File: src/rtl/mem_responder_if.sv
// ---------------------------------------------------------------------------
// mem_responder_if
// Request/response bundle between the multicycle datapath (master) and the
// unified instruction/data memory (slave).
//   MemReq    : request strobe, held high until MemReady is seen
//   MemW      : 1 = write, 0 = read
//   Adr       : byte address
//   WriteData : store data
//   ReadData  : registered read data
//   MemReady  : response valid / access complete
//   MemErr    : qualifies MemReady, 1 = misaligned or out-of-range access
// ---------------------------------------------------------------------------
interface mem_responder_if;
    logic        MemReq;
    logic        MemW;
    logic [31:0] Adr;
    logic [31:0] WriteData;
    logic [31:0] ReadData;
    logic        MemReady;
    logic        MemErr;

    modport master (
        output MemReq, MemW, Adr, WriteData,
        input  ReadData, MemReady, MemErr
    );

    modport slave (
        input  MemReq, MemW, Adr, WriteData,
        output ReadData, MemReady, MemErr
    );
endinterface

File: src/rtl/mem_responder.sv
// ---------------------------------------------------------------------------
// mem_responder
// Unified word-addressed memory slave for the multicycle ARM datapath.
// A request is accepted in IDLE, waits LATENCY cycles in WAIT, and is
// committed on the edge that enters DONE. DONE is held until MemReq drops
// (four-phase handshake). Misaligned or out-of-range accesses complete with
// the same timing but report MemErr and never touch the array.
//
// Ports:
//   clk   : system clock, rising edge
//   reset : asynchronous, active-high
//   bus   : mem_responder_if.slave (MemReq, MemW, Adr, WriteData in;
//           ReadData, MemReady, MemErr out)
// ---------------------------------------------------------------------------
module mem_responder #(
    parameter int DEPTH_LOG2 = 6,
    parameter int LATENCY    = 2
) (
    input  logic            clk,
    input  logic            reset,
    mem_responder_if.slave  bus
);

    localparam int         WORDS = 1 << DEPTH_LOG2;
    localparam logic [3:0] LAT4  = 4'(LATENCY);

    typedef enum logic [1:0] {
        S_IDLE,
        S_WAIT,
        S_DONE
    } state_t;

    state_t state, next_state;

    logic [3:0]  cnt;
    logic        accept;
    logic        commit;

    // Request fields captured at acceptance
    logic        lat_w;
    logic [31:0] lat_adr;
    logic [31:0] lat_wdata;

    // Fields used on the commit edge. With LATENCY=0 the commit happens on
    // the acceptance edge itself, so the bus values are used directly.
    logic                  c_w;
    logic [31:0]           c_adr;
    logic [31:0]           c_wdata;
    logic [DEPTH_LOG2-1:0] c_idx;
    logic                  c_err;

    logic [31:0] rdata_q;
    logic        err_q;

    logic [31:0] mem [WORDS];

    // Misaligned, or any address bit above the stored word range set
    function automatic logic addr_err(input logic [31:0] a);
        return (a[1:0] != 2'b00) || ((a >> (DEPTH_LOG2 + 2)) != 32'd0);
    endfunction

    assign c_w     = (state == S_IDLE) ? bus.MemW      : lat_w;
    assign c_adr   = (state == S_IDLE) ? bus.Adr       : lat_adr;
    assign c_wdata = (state == S_IDLE) ? bus.WriteData : lat_wdata;
    assign c_idx   = c_adr[DEPTH_LOG2+1:2];
    assign c_err   = addr_err(c_adr);

    // Next-state / control decode
    always_comb begin
        next_state = state;
        accept     = 1'b0;
        commit     = 1'b0;
        case (state)
            S_IDLE: begin
                if (bus.MemReq) begin
                    accept = 1'b1;
                    if (LATENCY == 0) begin
                        next_state = S_DONE;
                        commit     = 1'b1;
                    end else begin
                        next_state = S_WAIT;
                    end
                end
            end
            S_WAIT: begin
                // The <= guards against a stuck counter; cnt never reaches 0 here
                if (cnt <= 4'd1) begin
                    next_state = S_DONE;
                    commit     = 1'b1;
                end
            end
            S_DONE: begin
                if (!bus.MemReq) begin
                    next_state = S_IDLE;
                end
            end
            default: next_state = S_IDLE;
        endcase
    end

    // Control state
    always_ff @(posedge clk or posedge reset) begin
        if (reset) begin
            state <= S_IDLE;
            cnt   <= 4'd0;
            err_q <= 1'b0;
        end else begin
            state <= next_state;
            if (accept) begin
                cnt <= LAT4;
            end else if (state == S_WAIT) begin
                cnt <= cnt - 4'd1;
            end
            if (commit) begin
                err_q <= c_err;
            end else if (state == S_DONE && next_state == S_IDLE) begin
                err_q <= 1'b0;
            end
        end
    end

    // Read data register: loaded on read commits and on any error commit
    always_ff @(posedge clk or posedge reset) begin
        if (reset) begin
            rdata_q <= 32'd0;
        end else if (commit && (c_err || !c_w)) begin
            rdata_q <= c_err ? 32'd0 : mem[c_idx];
        end
    end

    // Request capture; later bus changes are ignored until the next accept
    always_ff @(posedge clk) begin
        if (accept) begin
            lat_w     <= bus.MemW;
            lat_adr   <= bus.Adr;
            lat_wdata <= bus.WriteData;
        end
    end

    // Array write; the reset gate keeps a LATENCY=0 request from committing
    // while reset is held
    always_ff @(posedge clk) begin
        if (commit && c_w && !c_err && !reset) begin
            mem[c_idx] <= c_wdata;
        end
    end

    assign bus.MemReady = (state == S_DONE);
    assign bus.MemErr   = err_q;
    assign bus.ReadData = rdata_q;

endmodule
File: src/flat_wrapper.sv
// flat-port wrapper written by rule: the top's interface ports become plain ports
module mem_responder_flat 
#(
    parameter int DEPTH_LOG2 = 6,
    parameter int LATENCY    = 2
)
  (clk, reset, bus_MemReq, bus_MemW, bus_Adr, bus_WriteData, bus_ReadData, bus_MemReady, bus_MemErr);
  mem_responder_if bus_i ();
  input  logic clk;
  input  logic reset;
  input wire logic [$bits(bus_i.MemReq)-1:0] bus_MemReq;
  input wire logic [$bits(bus_i.MemW)-1:0] bus_MemW;
  input wire logic [$bits(bus_i.Adr)-1:0] bus_Adr;
  input wire logic [$bits(bus_i.WriteData)-1:0] bus_WriteData;
  output wire logic [$bits(bus_i.ReadData)-1:0] bus_ReadData;
  output wire logic [$bits(bus_i.MemReady)-1:0] bus_MemReady;
  output wire logic [$bits(bus_i.MemErr)-1:0] bus_MemErr;
  assign bus_i.MemReq = bus_MemReq;
  assign bus_i.MemW = bus_MemW;
  assign bus_i.Adr = bus_Adr;
  assign bus_i.WriteData = bus_WriteData;
  assign bus_ReadData = bus_i.ReadData;
  assign bus_MemReady = bus_i.MemReady;
  assign bus_MemErr = bus_i.MemErr;
  mem_responder #(.DEPTH_LOG2(DEPTH_LOG2), .LATENCY(LATENCY)) u_core (.clk(clk), .reset(reset), .bus(bus_i));
endmodule
File: config.mk
export PLATFORM = sky130hd
export DESIGN_NAME = mem_responder_flat
export DESIGN_NICKNAME = d
export VERILOG_FILES = /design/src/rtl/mem_responder_if.sv /design/src/rtl/mem_responder.sv /design/src/flat_wrapper.sv
export SDC_FILE = /design/constraint.sdc
export NUM_CORES = 2
export LEC_CHECK = 0
export CORE_UTILIZATION = 35
export CTS_BUF_LIST = sky130_fd_sc_hd__clkbuf_8 sky130_fd_sc_hd__clkbuf_16
export CTS_CLUSTER_DIAMETER = 120
export DETAILED_ROUTE_END_ITERATION = 12
export PLACE_DENSITY = 0.59
export SYNTH_ARGS = -nofsm -noshare
export SYNTH_HDL_FRONTEND = slang
export SYNTH_SLANG_ARGS = --single-unit
File: constraint.sdc
create_clock -name clk -period 7.2 [get_ports clk]
set_input_delay 2.16 -clock clk [delete_from_list [all_inputs] [get_ports clk]]
set_output_delay 2.16 -clock clk [all_outputs]
set_load 0.01 [all_outputs]
==> impl.org <==
** Outcome
- The run finished with clean final reports.

** Routing
- Dividing the detail-routed wire length by the instance count gives approximately 36 µm.
- The detailed router finished its first iteration with 9830 violations.
- Number of remaining DRC errors :: 0
- Total Routed Length :: between 300 and 400 mm
- Detailed-routing iteration count for the pre-antenna-repair pass :: 8
- Dividing the detail-routed via count by the number of cells gives between 6 and 7.
- In the detailed route, the total length drawn on met2 is 134 mm.
- The routed layout has about 53000 vias.
- In the final routing, the length of wire on met1 measures between 100 and 150 mm.
- Antenna-violating nets left :: 0
- Top routing layer used :: met5
- Met3 wire len :: between 40 and 50 mm

** Floorplanning
- Count of boundary I/O pins :: about 100
- Chip width :: roughly 480 µm
- The floorplan step defined a die boundary enclosing ~0.23 mm².
- The floorplan step set the die height to ~480 µm.
- The floorplan has 174 rows.
- Placeable core region :: around 0.23 mm²
- The initial utilization of the core area, before any placement, comes to 0.354.

** Layout
- From synthesis to final layout, the design area changed by 17.3%.
- Number of inserted filler cells in the final layout :: 20200
- In the final layout, the share of cells above drive strength 1 is 0.131.
- In the final layout, flip-flops and latches occupy about 0.064 mm².
- The final layout contains between 5000 and 6000 nets.
- Area of combinational cells with multiple inputs :: 0.0148 mm²

** Clocking
- The tree built by TritonCTS fans out to ~2200 sinks.
- CTS tree :: yes
- After clock tree synthesis, the clock-pin slew on the worst setup and hold paths is 0.06 ns.
- Post-cts repair resize count :: 0
- CTS placed an instance of sky130_fd_sc_hd__clkbuf_16 at the clock tree root.
- Buffer levels on the longest clock path :: 3
- Post-CTS setup-driven buffer insertion count :: 0
- The H-tree generated during clock tree synthesis spans 4 levels.
- Worst skew pair latency :: around 0.9 ns
- Buffers inserted during clock tree synthesis total about 210.
- For this design, the CTS-stage hold fixing added 0 buffers.

** Placed design
- Estimated wirelength of the detail-placed design :: about 170 mm
- Number of port buffers :: about 100
- Last weighted congestion value of the routability-driven placer :: approximately 0.90

** STA
- Dividing the final minimum period by the clock period gives 0.812.
- Sum Neg Setup Slack :: 0 ns
- On the final layout, the worst hold slack is just under 0.6 ns.
- Worst Max-Slew Pin Slew :: ~1.4 ns
- Setup repair after global routing left no endpoint under its margin.
- Subtracting the final worst setup slack from the clock period gives roughly 5.8 ns.
- Measured against its own limit, the worst slew margin works out to 0.0583.
- Derived from the worst setup path, the maximum achievable clock frequency is ~0.17 GHz.
- Setup violations remaining at the end of the flow were counted as 0.
- Post-route clock skew :: just under 0.04 ns
- Final Max Slew Viols :: 0
- Hold Fails Final Rpt :: 0

** Global routing
- The initial antenna violation count came to 20.
- Via count of the first global-routing pass :: slightly below 50000
- Pin count of the biggest net entering global routing :: 97
- The first global-routing pass estimated about 410 mm of wire.
- For this run, the total global-route usage over all layers was measured as 0.261.
- Summed over all layers, the global routing overflow is 0.

** Critical path
- Across all register-to-register paths, the minimum setup slack is roughly 2.1 ns.
- The signal on the critical path passes through clkdlybuf4s50_1 -> and2_1 -> a21oi_4 -> buf_12 -> buf_4 -> o22ai_1 -> nor4_1 -> a21oi_1 -> nor4_1 -> a32o_1.
- Data arrival time of the critical path :: between 6 and 7 ns
- The largest single stage delay on the critical path is around 1.1 ns.
- Launching point of the worst reg2reg path :: u_core.state[0]$_DFF_PP0_
- The slowest stage of the critical path belongs to the cell sky130_fd_sc_hd__nor4_1.
- By instance count, the cell type seen most on the critical path is sky130_fd_sc_hd__nor4_1.
- Type of the setup path with the least slack :: in -> reg
- The worst setup path is captured at a register.
- Category of cells accounting for the largest share of critical-path delay :: simple AND/OR/NAND/NOR gates
- Measured in cells, the most critical reg-to-reg path has a length of 10.
- Data required time at the worst endpoint :: 7.99 ns
- End of the worst register-to-register path :: u_core.mem[18][2]$_DFFE_PP_
- STA classifies the critical path startpoint as an input port.
- Worst-path maximum fanout :: 22
- Counting both buffers and inverters, the worst setup path holds a total of 3.

** Synth
- Of all cell types, the one taking the most synthesized area is sky130_fd_sc_hd__edfxtp_1.
- Post-Synthesis Net Count :: 5101
- Fraction of synthesized cell area taken by the top area cell type :: 0.796
- After technology mapping, the gate count stands at just over 5000.
- In this run, synthesis produced a sequential element count of about 2200.
- In the synthesized netlist, the cells that appear most often are sky130_fd_sc_hd__edfxtp_1 (2113), sky130_fd_sc_hd__o22ai_1 (531), sky130_fd_sc_hd__nor2_1 (449).
- Most area-consuming cells after synthesis :: sky130_fd_sc_hd__edfxtp_1 (80%), sky130_fd_sc_hd__o22ai_1 (4.2%), sky130_fd_sc_hd__a21oi_1 (2.4%)
- EDFF count, synth :: 2113
- Ys flop type :: sky130_fd_sc_hd__edfxtp_1
- Count of synthesis-stage warnings from yosys :: 0
- Async set-reset flop share out of synthesis :: 0.0181
- In this run the cell area of the synthesized design comes to about 0.080 mm².
- After synthesis, the netlist uses between 60 and 70 different library cells.
- The most common cell in the synthesized netlist is sky130_fd_sc_hd__edfxtp_1.
- Syn Area/Cell :: 15.9 µm²
- For this run, the register share of the synthesized area comes to 0.808.

** Run
- The tool flagged a number of max-cap violations equal to 0.

** Power
- For this design the static power due to leakage is 29.7 nW.
- IR analysis of the VDD net gives a maximum drop of about 0.24 mV.
- Pwr per Cell Area :: about 380 mW/mm²

** Worst hold path
- Number of cells on the worst hold path :: 1
- The tightest min-delay check is of the reg -> reg type.
- WHS Endpoint :: u_core.cnt[3]$_DFFE_PP0P_
- The worst hold path begins at u_core.cnt[3]$_DFFE_PP0P_.
## through the flow
step           cells  power [W]  area [µm²]   util  setup WS (ns)
2_1_floorplan   5031     0.0201       79700      -           1.81
3_3_place_gp    8082     0.0240       86700  0.385          0.749
3_5_place_dp    8082     0.0241       86700  0.385          0.711
4_1_cts         8474     0.0348       93500  0.415           1.59
5_1_grt         8475     0.0358       93600  0.415           1.40
6_report        8479     0.0351       93600  0.415           1.35
## layout by cell type, fill, tap and decap left out, types with 35 or more instances in the layout
master and count:
sky130_fd_sc_hd__inv_1 58, sky130_fd_sc_hd__nor3_1 136, sky130_fd_sc_hd__o221ai_1 64, sky130_fd_sc_hd__o21ai_0 40, sky130_fd_sc_hd__nand2_1 332, sky130_fd_sc_hd__a21oi_1 386
sky130_fd_sc_hd__nor2_1 383, sky130_fd_sc_hd__o22a_1 52, sky130_fd_sc_hd__clkdlybuf4s50_1 101, sky130_fd_sc_hd__o22ai_1 530, sky130_fd_sc_hd__buf_4 209, sky130_fd_sc_hd__nor4_1 156
sky130_fd_sc_hd__dfrtp_1 39, sky130_fd_sc_hd__nor2_4 66, sky130_fd_sc_hd__nand3_1 59, sky130_fd_sc_hd__clkbuf_16 214, sky130_fd_sc_hd__edfxtp_1 2113, sky130_fd_sc_hd__a31oi_1 56
sky130_fd_sc_hd__buf_12 60, sky130_fd_sc_hd__clkinv_1 47, sky130_fd_sc_hd__nand2_2 46, sky130_fd_sc_hd__clkinv_2 35
## area by class of cell
class                           count  share of cell area
Timing Repair Buffer              370              0.0404
Multi-Input combinational cell   2562               0.158
Clock inverter                    176              0.0151
Clock buffer                      216              0.0575
Inverter                            7            0.000281
Tap cell                         2992              0.0400
Sequential cell                  2152               0.689
Antenna cell                        4            0.000107
## worst max path at each step
stage,from,to,slack [ns],cells past startpoint
global route,bus_Adr[11],u_core.mem[31][20]$_DFFE_PP_,1.40,10
detailed placement,bus_Adr[27],u_core.mem[31][15]$_DFFE_PP_,0.71,10
CTS,bus_Adr[27],u_core.mem[31][20]$_DFFE_PP_,1.59,10
finish,bus_Adr[3],u_core.bus.ReadData[14]$_DFFE_PP0P_,1.35,10
global placement,bus_Adr[16],u_core.mem[31][15]$_DFFE_PP_,0.75,10
floorplan,bus_Adr[1],u_core.mem[0][0]$_DFFE_PP_,1.81,7
## kinds of logic after synthesis
logic type / after synthesis / synth area share
AO/OA/AOI/OAI: 1267 / 0.100
adder cells (fa/ha/maj): 2 / 0.000314
buffers and inverters: 317 / 0.0162
flip-flops: 2152 / 0.808
multiplexers: 43 / 0.00579
AND/OR/NAND/NOR: 1250 / 0.0694
## where the power goes
group          internal [W]  leakage, nW  switching [W]  total [W]
combinational       0.00171         6.62        0.00658    0.00829
clock               0.00606         3.52        0.00485     0.0109
sequential           0.0158         19.6      0.0000703     0.0159
## routing by layer
| metal | vias up | global-route usage |
|---|---|---|
| met5 | - | 0 |
| met1 | 27100 | 0.354 |
| met4 | 12 | 0.121 |
| met3 | 862 | 0.0692 |
| met2 | 4824 | 0.390 |
| li1 | 20600 | - |
## state kept, by name (all words and copies together), names as in the netlist
register and count:
u_core.mem 2048, u_core.bus.ReadData 32, u_core.lat_adr 32, u_core.lat_wdata 32, u_core.cnt 4, u_core.state 2, u_core.bus.MemErr 1, u_core.lat_w 1
(Power assumes the default switching activity.)
